===== config.mk =====
export PLATFORM = sky130hd
export DESIGN_NAME = marquee_scroller
export DESIGN_NICKNAME = d
export VERILOG_FILES = /design/src/rtl/marquee_scroller.sv
export SDC_FILE = /design/constraint.sdc
export NUM_CORES = 1
export LEC_CHECK = 0
export BUFFER_PORTS_ARGS = -buffer_cell sky130_fd_sc_hd__buf_2
export CAP_MARGIN = 20
export CORE_MARGIN = 5
export CORE_UTILIZATION = 50
export CTS_BUF_LIST = sky130_fd_sc_hd__clkbuf_2 sky130_fd_sc_hd__clkbuf_4 sky130_fd_sc_hd__clkbuf_8
export CTS_CLUSTER_DIAMETER = 200
export CTS_CLUSTER_SIZE = 24
export DETAILED_ROUTE_END_ITERATION = 6
export PLACE_DENSITY = 0.73
export SYNTH_ARGS = -nofsm -noshare
export SYNTH_HDL_FRONTEND = slang
export SYNTH_SLANG_ARGS = --single-unit

===== constraint.sdc =====
create_clock -name clock -period 2.5 [get_ports clock]
set_clock_uncertainty 0.05 [all_clocks]
set_input_delay 0.5 -clock clock [delete_from_list [all_inputs] [get_ports clock]]
set_output_delay 0.5 -clock clock [all_outputs]
set_load 0.01 [all_outputs]

===== src/rtl/marquee_scroller.sv =====
// Scrolling-message driver for NUM_DIGITS active-low seven-segment digits (gfedcba).
// A writable symbol buffer is scrolled by a prescaler tick or a manual step, in wrap or bounce mode.
module marquee_scroller #(
  parameter int unsigned NUM_DIGITS = 4,
  parameter int unsigned MSG_LEN    = 8,
  parameter int unsigned PTR_W      = 3,
  parameter int unsigned SYM_W      = 4,
  parameter int unsigned TICK_DIV   = 50000000
) (
  input  logic                    clock,
  input  logic                    reset,
  input  logic                    enable,
  input  logic                    dir,
  input  logic                    bounce,
  input  logic                    step,
  input  logic                    wr_en,
  input  logic [PTR_W-1:0]        wr_addr,
  input  logic [SYM_W-1:0]        wr_data,
  output logic [7*NUM_DIGITS-1:0] hex_out,
  output logic [PTR_W-1:0]        pos,
  output logic                    tick
);

  localparam int unsigned      CNT_W    = $clog2(TICK_DIV);
  localparam logic [CNT_W-1:0] CNT_LAST = CNT_W'(TICK_DIV - 1);
  localparam logic [PTR_W-1:0] POS_LAST = PTR_W'(MSG_LEN - 1);
  localparam logic [PTR_W-1:0] POS_PEN  = PTR_W'(MSG_LEN - 2);
  localparam logic [PTR_W-1:0] POS_ONE  = PTR_W'(1);

  logic [CNT_W-1:0]        r_cnt;
  logic                    r_tick;
  logic                    r_step_q;
  logic [PTR_W-1:0]        r_pos;
  logic                    r_bdir;
  logic [SYM_W-1:0]        r_buf [MSG_LEN];
  logic [7*NUM_DIGITS-1:0] r_hex;

  logic                    w_tick_int;
  logic                    w_step_rise;
  logic                    w_adv;
  logic                    w_wr_ok;
  logic [PTR_W-1:0]        w_pos_nxt;
  logic                    w_bdir_nxt;
  logic [7*NUM_DIGITS-1:0] w_hex;

  function automatic logic [6:0] f_decode(input logic [SYM_W-1:0] sym);
    logic [6:0] seg;
    case (sym)
      SYM_W'(1): seg = 7'b0001110;
      SYM_W'(2): seg = 7'b0001100;
      SYM_W'(3): seg = 7'b0000010;
      SYM_W'(4): seg = 7'b0001000;
      SYM_W'(5): seg = 7'b0001001;
      SYM_W'(6): seg = 7'b0000110;
      SYM_W'(7): seg = 7'b1000111;
      SYM_W'(8): seg = 7'b1000000;
      SYM_W'(9): seg = 7'b0111111;
      default:   seg = 7'b1111111;
    endcase
    return seg;
  endfunction

  // Buffer index shown on digit k; MSG_LEN is added first so the sum never goes negative.
  function automatic logic [PTR_W-1:0] f_digit_idx(input logic [PTR_W-1:0] p,
                                                   input int unsigned k);
    int unsigned sum;
    sum = 32'(p) + MSG_LEN - k;
    if (sum >= MSG_LEN) sum = sum - MSG_LEN;
    return sum[PTR_W-1:0];
  endfunction

  assign w_tick_int  = (r_cnt == CNT_LAST);
  assign w_step_rise = step & ~r_step_q;
  assign w_adv       = enable ? w_tick_int : w_step_rise;
  assign w_wr_ok     = wr_en && (32'(wr_addr) < MSG_LEN);

  always_ff @(posedge clock or negedge reset) begin
    if (!reset) begin
      r_cnt    <= '0;
      r_tick   <= 1'b0;
      r_step_q <= 1'b0;
    end else begin
      r_cnt    <= w_tick_int ? '0 : r_cnt + CNT_W'(1);
      r_tick   <= w_tick_int;
      r_step_q <= step;
    end
  end

  always_comb begin
    w_pos_nxt  = r_pos;
    w_bdir_nxt = r_bdir;
    if (!bounce) begin
      // Wrap mode keeps bdir tracking dir so a later bounce resumes in that direction.
      w_bdir_nxt = dir;
      if (w_adv) begin
        if (dir) w_pos_nxt = (r_pos == POS_LAST) ? '0 : r_pos + POS_ONE;
        else     w_pos_nxt = (r_pos == '0) ? POS_LAST : r_pos - POS_ONE;
      end
    end else if (w_adv) begin
      if (r_bdir) begin
        if (r_pos == POS_LAST) begin
          w_bdir_nxt = 1'b0;
          w_pos_nxt  = POS_PEN;
        end else begin
          w_pos_nxt = r_pos + POS_ONE;
        end
      end else begin
        if (r_pos == '0) begin
          w_bdir_nxt = 1'b1;
          w_pos_nxt  = POS_ONE;
        end else begin
          w_pos_nxt = r_pos - POS_ONE;
        end
      end
    end
  end

  always_ff @(posedge clock or negedge reset) begin
    if (!reset) begin
      r_pos  <= '0;
      r_bdir <= 1'b1;
    end else begin
      r_pos  <= w_pos_nxt;
      r_bdir <= w_bdir_nxt;
    end
  end

  always_ff @(posedge clock or negedge reset) begin
    if (!reset) begin
      for (int i = 0; i < int'(MSG_LEN); i++) r_buf[i] <= '0;
    end else if (w_wr_ok) begin
      r_buf[wr_addr] <= wr_data;
    end
  end

  always_comb begin
    w_hex = '1;
    for (int unsigned k = 0; k < NUM_DIGITS; k++) begin
      w_hex[7*k +: 7] = f_decode(r_buf[f_digit_idx(r_pos, k)]);
    end
  end

  always_ff @(posedge clock or negedge reset) begin
    if (!reset) r_hex <= '1;
    else        r_hex <= w_hex;
  end

  assign hex_out = r_hex;
  assign pos     = r_pos;
  assign tick    = r_tick;

endmodule

======== Word-level counts from Yosys, hierarchy flattened ========
Memory sizes are Yosys's and may differ from the RTL's. A register that Yosys moved wholly into a read port is not among the register bits.
Cells that the tools add are included.
operators by class
  muxes and demuxes ....................... 35
  reduce and logical (&&, ||, !) cells .... 6
  bitwise operators ....................... 7
  $lt $le $gt $ge ......................... 10
  add/sub/neg operators ................... 11
  equality and inequality tests ........... 3
operators by type and width
  cell                     count
  $ge A32 B4 Y1 const B    3
  $bmux W4 S3              4
  $mux W3                  13
  $mux W4                  9
  $bwmux W32               1
  $add A26 B1 Y26 const B  1
  $eq A26 B26 Y1 const B   1
  $mux W26                 1
  $ge A4 B4 Y1 const B     5
  $not A3 Y4               5
  $sub A3 B1 Y3 const B    5
  $demux W4 S3             1
  $sub A5 B2 Y6 const B    2
  $mux W1                  6
  $sub A5 B1 Y6 const B    1
  $add A3 B4 Y5 const B    1
  $ge A5 B4 Y1 const B     1
  $logic_not A1 Y1         4
  $lt A4 B1 Y1 const B     1
  $add A3 B1 Y3 const B    1
  $eq A3 B3 Y1 const B     1
  $logic_not A3 Y1         1
  $ne A2 B1 Y1 const B     1
  $and A1 B1 Y1            1
  other kinds (2)          2
storage, ports and cells
  output and inout port bits .............. 32
  memory bits (read-only) ................. 448
  register bits after elaboration ......... 64
  memories kept ........................... 4
memory list
  memory           words  bits a word  read ports  clocked after Yosys merged registers in  wr ports  RTL line  source
  (no name shown)  16     7            1           1                                        0         48        case (sym)
  (no name shown)  16     7            1           1                                        0         48
  (no name shown)  16     7            1           1                                        0         48
  (no name shown)  16     7            1           1                                        0         48

======== Depth between registers and ports, before layout ========
Gate-level depths: netlist (run 1).
  word-level depth ........................ 8
  depth in mapped cells ................... 9

======== Worst setup path after synthesis (run 1) ========
OpenSTA, ideal clock, no wires.
  kind .................................... reg2reg
  from .................................... register r_pos[1] (netlist: pos[1])
  to ...................................... register r_hex[9] (netlist: hex_out[9])
  library setup time ...................... 0.083 ns
  period minus slack after synthesis ...... 2.799 ns
  arrival time ............................ 2.666 ns
  cell stages (with the launch flop) ...... 9
  path slack .............................. -0.299 ns
  required time ........................... 2.367 ns
  cells stage by stage .................... dfrtp_1 -> buf_2 -> clkinv_1 -> ha_1 -> xor2_2 -> mux4_2 -> or3_1 -> a21oi_1 -> nor2_1
between the ends
  cells in the longest elaborated chain, start to end .. 8
  elaborated cells between the ends (all ways) .. 9
  classes of those cells .................. add/sub (3); order compare (1); mux (4); bitwise (1)
ends and longest elaborated chain
  element                                         RTL line  source
  from (decl)                                     33        logic [PTR_W-1:0] r_pos;
  from (signal assigned)                          123       r_pos <= w_pos_nxt;
  $add A3 B4 Y5 (*)                               67        sum = 32'(p) + MSG_LEN - k;
  $sub A5 B1 Y6 (*)                               67
  $ge A32 B4 Y1 or $sub A3 B1 Y3 (tied branches)  68        if (sum >= MSG_LEN) sum = sum - MSG_LEN;
  $mux W3 (*)                                     68
  $not A3 Y4 (implied by the code) (*)            139       w_hex[7*k +: 7] = f_decode(r_buf[f_digit_idx(r_pos, k)]);
  $bmux W4 S3 (*)                                 139
  $mux W4 (implied by the code) (*) (2 in a row)  139
  to (decl)                                       36        logic [7*NUM_DIGITS-1:0] r_hex;
Every way passes the cells marked *; elsewhere a longest branch is shown, timed or not. The select of a mux whose other input is x is not followed.
A chain may end at the register's enable or synchronous reset.

======== Worst setup path after layout (run 1) ========
  from .................................... register r_pos[1] (netlist: pos[1])
  to ...................................... register r_hex[21] (netlist: hex_out[21])
between the ends
  cells in the longest elaborated chain, start to end .. 8
  elaborated cells between the ends (all ways) .. 9
  classes of those cells .................. add/sub (3); order compare (1); mux (4); bitwise (1)
ends and longest elaborated chain
  element                                         RTL line
  $add A3 B4 Y5 (*)                               67
  $sub A5 B2 Y6 (*)                               67
  $ge A32 B4 Y1 or $sub A3 B1 Y3 (tied branches)  68
  $mux W3 (*)                                     68
  $not A3 Y4 (implied by the code) (*)            139
  $bmux W4 S3 (*)                                 139
  $mux W4 (implied by the code) (*) (2 in a row)  139
Marked as above.

==> results of run 1 <==
## final cells by class
cell class	count	area [um2]	area share
Clock buffer	11	145	0.0253
Clock inverter	5	80.1	0.0140
Inverter	11	42.5	0.00742
Multi-Input combinational cell	309	2670	0.465
Sequential cell	88	2230	0.390
Tap cell	133	166	0.0290
Timing Repair Buffer	66	402	0.0700
## power groups by stage
stage | logic (uW) | clock network (uW) | registers, uW
2_1_floorplan | 3030 | 0 | 2230
3_3_place_gp | 3880 | 0 | 2150
3_5_place_dp | 4020 | 0 | 2170
4_1_cts | 4040 | 1120 | 2140
5_1_grt | 4520 | 1170 | 2180
6_report | 4160 | 1100 | 2140
## metrics by stage
| stage | setup WS [ps] | setup TNS, ps | hold slack, ps |
|---|---|---|---|
| 2_1_floorplan | 5.50 | 0 | 154 |
| 3_3_place_gp | 153 | 0 | 414 |
| 3_5_place_dp | -4.54 | -4.54 | 422 |
| 4_1_cts | 52.1 | 0 | 85.3 |
| 5_1_grt | 37.9 | 0 | 113 |
| 6_report | 161 | 0 | 79.4 |
## what timing repair did
item | CTS | global route
resized for setup | 1 | 3
buffers inserted | 0 | 2
endpoints found under the setup margin | 1 | 10
## state kept, by name, summed over array words and instances, names as in the netlist
signal	count
r_buf	32
tick	1
r_step_q	1
pos	3
hex_out	24
r_bdir	1
r_cnt	26
## cell usage after synthesis (all sizes together), types with 5 or more instances
library cell  count
dfrtp            63
nand4            10
dfstp            25
xnor2            13
clkbuf            5
xor2             13
mux2             52
buf              11
nand2b            6
ha                7
inv              10
nor3             18
nand2            27
mux2i            30
mux4             19
nand3            19
a211oi            6
nor3b             6
a21oi            10
nor4              7
nor2             33
## routing by layer
layer | global-route usage | wire, um
met1 | 0.235 | 4480
met2 | 0.304 | 5150
met3 | 0.0309 | 520
met4 | 0.111 | 461
met5 | 0 | 0
## logic make-up after synthesis
logic type | share of synthesized area
AOI/OAI and AO/OA | 0.0421
xor gates and xnor gates | 0.0469
adders and majority gates | 0.0175
buffers and inverters | 0.0314
DFF | 0.445
muxes | 0.263
and+or+nand+nor | 0.154
## worst paths after layout
| check | from | end | slack [ps] |
|---|---|---|---|
| max in group asynchronous | reset | r_cnt[0]$_DFF_PN0_ | 1720 |
| min in group clock | step | r_step_q$_DFF_PN0_ | 200 |
| worst min register to register | r_cnt[18]$_DFF_PN0_ | r_cnt[18]$_DFF_PN0_ | 430 |
| worst min-delay path | reset | pos[2]$_DFFE_PN0P_ | 80 |
| worst max register to register | pos[1]$_DFFE_PN0P_ | hex_out[21]$_DFF_PN1_ | 160 |
| worst max-delay path | pos[1]$_DFFE_PN0P_ | hex_out[21]$_DFF_PN1_ | 160 |
==> flow_metrics.env, run 1 <==
export IMPL_cap_viol_max_count=0
export IMPL_synth_edff_count=0
export IMPL_sequentialPowerShare=0.289
export IMPL_placed_area_um2=5480
export IMPL_core_um2=9770
export IMPL_cp_end_kind="register"
export IMPL_powerDensity_nw_per_um2=1290
export IMPL_wl_um=10600
export IMPL_nFillCells=800
export IMPL_critPathBufInv=3
export IMPL_period_share=0.936
export IMPL_async_reset_ff_frac=1.00
export IMPL_antenna_left=0
export IMPL_drive_above_1_share=0.390
export IMPL_clockBufferDepth=2
export IMPL_synthFlopType="dfrtp_1"
export IMPL_dp_hpwl_um=8090
export IMPL_crit_cells=8
export IMPL_status="finished clean"
export IMPL_first_iter_violations=184
export IMPL_hold_buffers=0
export IMPL_cts_sinks=88
export IMPL_fp_dieW_um=110
export IMPL_cts_root_buffer="clkbuf_8"
export IMPL_n_antenna_cell=0
export IMPL_p_clk_frac=0.148
export IMPL_final_common_cell="dfrtp_1"
export IMPL_crit_path_cell_trace="clkinv_2 > buf_4 > ha_2 > buf_4 > mux4_2 > nand3_1 > nor2b_4 > nor3_1"
export IMPL_r2r_cells=8
export IMPL_critPathMaxFanout=6
export IMPL_die_area_um2=12100
export IMPL_wire_per_inst_um=17.0
export IMPL_max_clock_freq_mhz=427
export IMPL_ys_ff_latch=88
export IMPL_fin_util=0.587
export IMPL_final_cell_mix="dfrtp_1 (62), mux2_2 (50), buf_2 (44), nor2_1 (33), mux2i_1 (30)"
export IMPL_area_growth_pct=14.3
export IMPL_finalHoldViolCount=0
export IMPL_synth_warnings=0
export IMPL_antenna_found_initial=0
export IMPL_path_class="register to register"
export IMPL_setup_viol=0
export IMPL_critPathMaxStageDelay_ps=440
export IMPL_dp_cells=605
export IMPL_drtPass1Iterations=4
export IMPL_p_switching_uw=2910
export IMPL_grt_max_degree=47
export IMPL_avgSynthCellArea_um2=11.8
export IMPL_place_congestion=0.981
export IMPL_syn_area_um2=5020
export IMPL_cp_required_ps=2730
export IMPL_rsz0062_at_grt="no"
export IMPL_ys_seq_area_frac=0.445
export IMPL_dieHeight_um=110
export IMPL_gr_usage_all_layers=0.187
export IMPL_cts_clk_slew_worst_paths_ps=90
export IMPL_syn_nets=445
export IMPL_p_sw_frac=0.394
export IMPL_grt_pass1_vias=3483
export IMPL_yosys_cell_types_count=51
export IMPL_ys_top_cells_by_area="dfrtp_1 (31%), dfstp_2 (13%), mux2_2 (11%)"
export IMPL_drc=0
export IMPL_combPwrFrac=0.562
export IMPL_slew_headroom=0.539
export IMPL_stdcell_count=623
export IMPL_p_leak_uw=0.00241
export IMPL_worstPathArrival_ps=2570
export IMPL_syn_inst=424
export IMPL_final_nets=506
export IMPL_vdd_ir_drop_max_mv=0.621
export IMPL_clock_latency_ps=370
export IMPL_rows=36
export IMPL_cts_buffers_inserted=9
export IMPL_min_period_ps=2340
export IMPL_crit_path_top_delay_cell="dfrtp_1"
export IMPL_final_area_um2=5740
export IMPL_hp_class="primary input to async pin"
export IMPL_start_util=0.513
export IMPL_yosys_area_top_type="dfrtp_1"
export IMPL_critPathTopFamily="buffers and inverters"
export IMPL_drt_vias_per_instance=5.77
export IMPL_num_vias=3592
export IMPL_crit_top_cell="buf_4"
export IMPL_io_pin_count=46
export IMPL_worst_pin_slew_ps=685
export IMPL_p_total_uw=7390
export IMPL_internal_power_uw=4480
export IMPL_grt_pass1_wl_um=17400
export IMPL_io_buffers=45
export IMPL_synth_top_area_frac=0.314
export IMPL_grt_overflow_total=0
export IMPL_cp_start_kind="register"
export IMPL_cts_tree="built"
export IMPL_h_tree_depth=3
export IMPL_finalMaxSlewViolations=0
Power figures use the tool's default switching activity.
==> inputs of run 2 (changes only) <==
Settings changed: CELL_PAD_IN_SITES_DETAIL_PLACEMENT from default to 0, CELL_PAD_IN_SITES_GLOBAL_PLACEMENT from default to 1, PLACE_DENSITY 0.73 to 0.83.
Clock period 2.5 ns to 3 ns, I/O delays scaled along.
==> run 2 against run 1 <==
Setup slack better by 130 ps. Cell count is 1.9% lower. Clock power is 35% lower. Worst hold slack better by 55 ps. Sequential cell count stayed put. Critical path depth is 1 lower. Clock-buffer cell count is 1 lower. First-iteration DRC count is 22% higher. Fmax is 14% lower.
==> flow_metrics.env, run 2 (same netlist as run 1, synthesis figures left out) <==
export IMPL_setup_viol=0
export IMPL_core_um2=9770
export IMPL_ctsResizeCount=0
export IMPL_internal_power_uw=3410
export IMPL_fp_dieW_um=110
export IMPL_antenna_left=0
export IMPL_combPwrFrac=0.563
export IMPL_num_vias=3528
export IMPL_finalHoldViolCount=0
export IMPL_slew_headroom=0.439
export IMPL_p_leak_uw=0.00232
export IMPL_drt_vias_per_instance=5.77
export IMPL_drtPass1Iterations=4
export IMPL_cap_viol_max_count=0
export IMPL_min_period_ps=2710
export IMPL_vdd_ir_drop_max_mv=0.407
export IMPL_p_clk_frac=0.125
export IMPL_clock_latency_ps=360
export IMPL_status="finished clean"
export IMPL_crit_path_cell_trace="clkinv_1 > ha_1 > xor2_2 > mux4_2 > or3_1 > a21oi_1 > nor2_1"
export IMPL_p_total_uw=5750
export IMPL_cts_clk_slew_worst_paths_ps=90
export IMPL_path_class="register to register"
export IMPL_cp_start_kind="register"
export IMPL_max_clock_freq_mhz=369
export IMPL_fin_util=0.567
export IMPL_cts_buffers_inserted=9
export IMPL_period_share=0.904
export IMPL_io_pin_count=46
export IMPL_cts_sinks=88
export IMPL_worst_pin_slew_ps=839
export IMPL_cts_root_buffer="clkbuf_8"
export IMPL_hp_class="primary input to async pin"
export IMPL_rows=36
export IMPL_crit_path_top_delay_cell="mux4_2"
export IMPL_grt_max_degree=37
export IMPL_postCtsSetupBuffers=0
export IMPL_cts_tree="built"
export IMPL_hold_buffers=0
export IMPL_dieHeight_um=110
export IMPL_final_common_cell="dfrtp_1"
export IMPL_antenna_found_initial=0
export IMPL_largest_reg_flops=32
export IMPL_powerDensity_nw_per_um2=1040
export IMPL_largest_register="r_buf"
export IMPL_grt_pass1_vias=3331
export IMPL_h_tree_depth=3
export IMPL_clockBufferDepth=2
export IMPL_final_cell_mix="dfrtp_1 (62), mux2_2 (50), buf_2 (44), nor2_1 (33), mux2i_1 (30)"
export IMPL_cp_end_kind="register"
export IMPL_area_growth_pct=10.5
export IMPL_wire_per_inst_um=16.8
export IMPL_p_switching_uw=2340
export IMPL_gr_usage_all_layers=0.187
export IMPL_wl_um=10300
export IMPL_hold_worst_slack_ps=134
export IMPL_io_buffers=45
export IMPL_drc=0
export IMPL_cp_required_ps=3240
export IMPL_start_util=0.513
export IMPL_first_iter_violations=224
export IMPL_die_area_um2=12100
export IMPL_drive_above_1_share=0.362
export IMPL_grt_pass1_wl_um=17400
export IMPL_sequentialPowerShare=0.312
export IMPL_critPathMaxStageDelay_ps=630
export IMPL_p_sw_frac=0.407
export IMPL_worstPathArrival_ps=2950
export IMPL_finalMaxSlewViolations=0
export IMPL_dp_hpwl_um=7920
export IMPL_fin_setup_tns_ps=0
export IMPL_final_nets=494
export IMPL_critPathMaxFanout=9
export IMPL_grt_overflow_total=0
export IMPL_n_antenna_cell=0
export IMPL_rsz0062_at_grt="no"
export IMPL_place_congestion=0.922
run 2: cell types whose count changed in the layout (fill, tap and decap cells not counted), moves of 2 or more:
cell,previous run,this run
buf_4,20,9
bufinv_16,2,0
clkinv_1,0,2
ha_1,4,7
ha_4,2,0
run 2: path summary, 6_finish.rpt:
path                                           from                    to  slack, ps  depth (start not counted)
worst min-delay path                          reset    pos[1]$_DFFE_PN0P_        130                          1
worst max register to register   pos[1]$_DFFE_PN0P_  hex_out[9]$_DFF_PN1_        290                          7
min in group clock                             step    r_step_q$_DFF_PN0_        310                          1
worst max-delay path             pos[1]$_DFFE_PN0P_  hex_out[9]$_DFF_PN1_        290                          7
worst min register to register  r_cnt[25]$_DFF_PN0_   r_cnt[25]$_DFF_PN0_        440                          1
max in group asynchronous                     reset    r_bdir$_DFFE_PN1P_       2100                          2
run 2: per-layer routing:
layer,part of all wire,GRT usage
met4,0.016,0.0686
met5,0,0
met1,0.49,0.282
met3,0.054,0.0291
met2,0.44,0.273
run 2: per-stage QoR:
| stage | instance area, um2 | instances | worst slack [ps] |
|---|---|---|---|
| after global placement | 5380 | 595 | 377 |
| final | 5540 | 611 | 287 |
| after floorplan | 5020 | 424 | 201 |
| after global routing | 5540 | 611 | 124 |
| after detailed placement | 5380 | 595 | 319 |
| after CTS | 5540 | 611 | 291 |
run 2: power by group through the flow:
stage | sequential (uW) | clock, uW | combinational, uW
floorplan | 1860 | 0 | 2490
global placement | 1800 | 0 | 3170
detailed placement | 1820 | 0 | 3220
CTS | 1790 | 733 | 3230
global route | 1830 | 787 | 3580
finish | 1790 | 717 | 3230
run 2: critical path: cells and delay by family, from the launching register on:
kind / cells / cell delay [ps]
buffers and inverters: 1 / 140
multiplexers: 1 / 630
adder cells (fa/ha/maj): 1 / 270
AO/OA/AOI/OAI: 1 / 150
flip-flops: 1 / 540
XOR/XNOR: 1 / 400
AND/OR/NAND/NOR: 2 / 440
run 2: layout make-up:
| class | instances | area [um2] |
|---|---|---|
| flip-flops and latches | 88 | 2230 |
| repair buffers | 54 | 308 |
| inverters | 11 | 41.3 |
| clock buffers | 10 | 131 |
| well taps | 133 | 166 |
| fillers | 851 | 4230 |
| clock inverters | 6 | 36.3 |
| multi-input cells | 309 | 2630 |
==> inputs of run 3 (changes only) <==
Settings changed: RECOVER_POWER from default to 100.
Clock period 3 ns to 2.8 ns, I/O delays scaled along.
==> run 3 against run 2 <==
Final area down 0.86%. Worst hold slack improved by 120 ps. The run now ends with max-capacitance violations, max-slew violations left. Non-clock buffer count grew 2.
==> flow_metrics.env, run 3 (same netlist as run 1, synthesis figures left out) <==
export IMPL_h_tree_depth=3
export IMPL_r2r_cells=5
export IMPL_worstPathArrival_ps=2840
export IMPL_path_class="register to register"
export IMPL_r2r_slack_ps=180
export IMPL_hp_class="primary input to register"
export IMPL_cts_root_buffer="clkbuf_8"
export IMPL_area_growth_pct=9.55
export IMPL_start_util=0.513
export IMPL_first_iter_violations=198
export IMPL_wire_per_inst_um=16.7
export IMPL_rows=36
export IMPL_period_share=0.935
export IMPL_grt_overflow_total=0
export IMPL_violations="max-capacitance violations, max-slew violations"
export IMPL_dieHeight_um=110
export IMPL_timing_rr_start="pos[0]$_DFFE_PN0P_"
export IMPL_worstHoldStart="step"
export IMPL_num_vias=3494
export IMPL_die_area_um2=12100
export IMPL_clock_latency_ps=370
export IMPL_p_total_uw=6130
export IMPL_drc=0
export IMPL_drtPass1Iterations=4
export IMPL_final_common_cell="dfrtp_1"
export IMPL_largest_reg_flops=32
export IMPL_fp_dieW_um=110
export IMPL_io_buffers=45
export IMPL_rr_endpoint="hex_out[22]$_DFF_PN1_"
export IMPL_postCtsSetupBuffers=0
export IMPL_cts_buffers_inserted=9
export IMPL_cp_end_kind="register"
export IMPL_status="finished with violations"
export IMPL_min_period_ps=2620
export IMPL_startpoint="pos[0]$_DFFE_PN0P_"
export IMPL_fin_setup_tns_ps=0
export IMPL_critPathMaxFanout=40
export IMPL_drive_above_1_share=0.269
export IMPL_antenna_left=0
export IMPL_vdd_ir_drop_max_mv=0.480
export IMPL_cts_sinks=88
export IMPL_grt_max_degree=51
export IMPL_wl_um=10300
export IMPL_powerDensity_nw_per_um2=1110
export IMPL_cp_required_ps=3020
export IMPL_grt_pass1_wl_um=16700
export IMPL_place_congestion=0.879
export IMPL_max_clock_freq_mhz=382
export IMPL_cts_tree="built"
export IMPL_gr_usage_all_layers=0.180
export IMPL_final_nets=496
export IMPL_p_leak_uw=0.00222
export IMPL_core_um2=9770
export IMPL_final_cell_mix="dfrtp_1 (63), mux2_2 (45), clkbuf_1 (38), nor2_1 (33), mux2i_1 (30)"
export IMPL_io_pin_count=46
export IMPL_finalHoldViolCount=0
export IMPL_finalMaxSlewViolations=39
export IMPL_setup_viol=0
export IMPL_hold_buffers=0
export IMPL_worst_pin_slew_ps=2080
export IMPL_clockBufferDepth=2
export IMPL_dp_hpwl_um=7870
export IMPL_dp_cells=597
export IMPL_cap_viol_max_count=1
export IMPL_n_antenna_cell=0
export IMPL_endpoint="hex_out[22]$_DFF_PN1_"
export IMPL_cts_clk_slew_worst_paths_ps=90
export IMPL_grt_pass1_vias=3307
export IMPL_rsz0062_at_grt="no"
export IMPL_antenna_found_initial=0
export IMPL_slew_headroom=-0.387
export IMPL_ctsResizeCount=0
export IMPL_drt_vias_per_instance=5.70
export IMPL_largest_register="r_buf"
export IMPL_cp_start_kind="register"
export IMPL_stdcell_count=613
[run 3: power breakdown]
| group | internal, uW | switching [uW] |
|---|---|---|
| registers | 1730 | 189 |
| logic | 1520 | 1860 |
| clock network | 375 | 456 |
[run 3: worst max-delay path: stages (launching register included)]
cell      delay [ps]
dfrtp_1          440
clkbuf_4         570
mux2_1           440
mux4_2           580
nor2b_2          210
a211oi_1         200
[run 3: area by class of cell]
class	count	area (um2)
Timing Repair Buffer	56	260
Inverter	11	41.3
Clock inverter	5	41.3
Fill cell	877	4280
Tap cell	133	166
Multi-Input combinational cell	309	2600
Sequential cell	88	2230
Clock buffer	11	151
[run 3: metal layers]
metal  vias up  part of all wire  global-route usage
li1       1680                 -                   -
met1      1707              0.47               0.248
met2        88              0.46               0.279
met3        19             0.050              0.0349
met4         0             0.024              0.0739
met5         -                 0                   0
[run 3: worst min-delay path by stage]
stage / to / cells past startpoint
3_5_place_dp: r_cnt[23]$_DFF_PN0_ / 1
2_1_floorplan: pos[0]$_DFFE_PN0P_ / 0
3_3_place_gp: r_cnt[25]$_DFF_PN0_ / 1
6_report: r_step_q$_DFF_PN0_ / 1
4_1_cts: pos[2]$_DFFE_PN0P_ / 1
5_1_grt: r_step_q$_DFF_PN0_ / 1
[run 3: metrics by stage]
step	worst slack (ps)	hold slack, ps	area, um2	utilization
2_1_floorplan	0.651	214	5020	-
3_3_place_gp	357	415	5390	0.552
3_5_place_dp	287	430	5390	0.552
4_1_cts	243	118	5580	0.571
5_1_grt	66.1	248	5500	0.562
6_report	182	255	5500	0.562
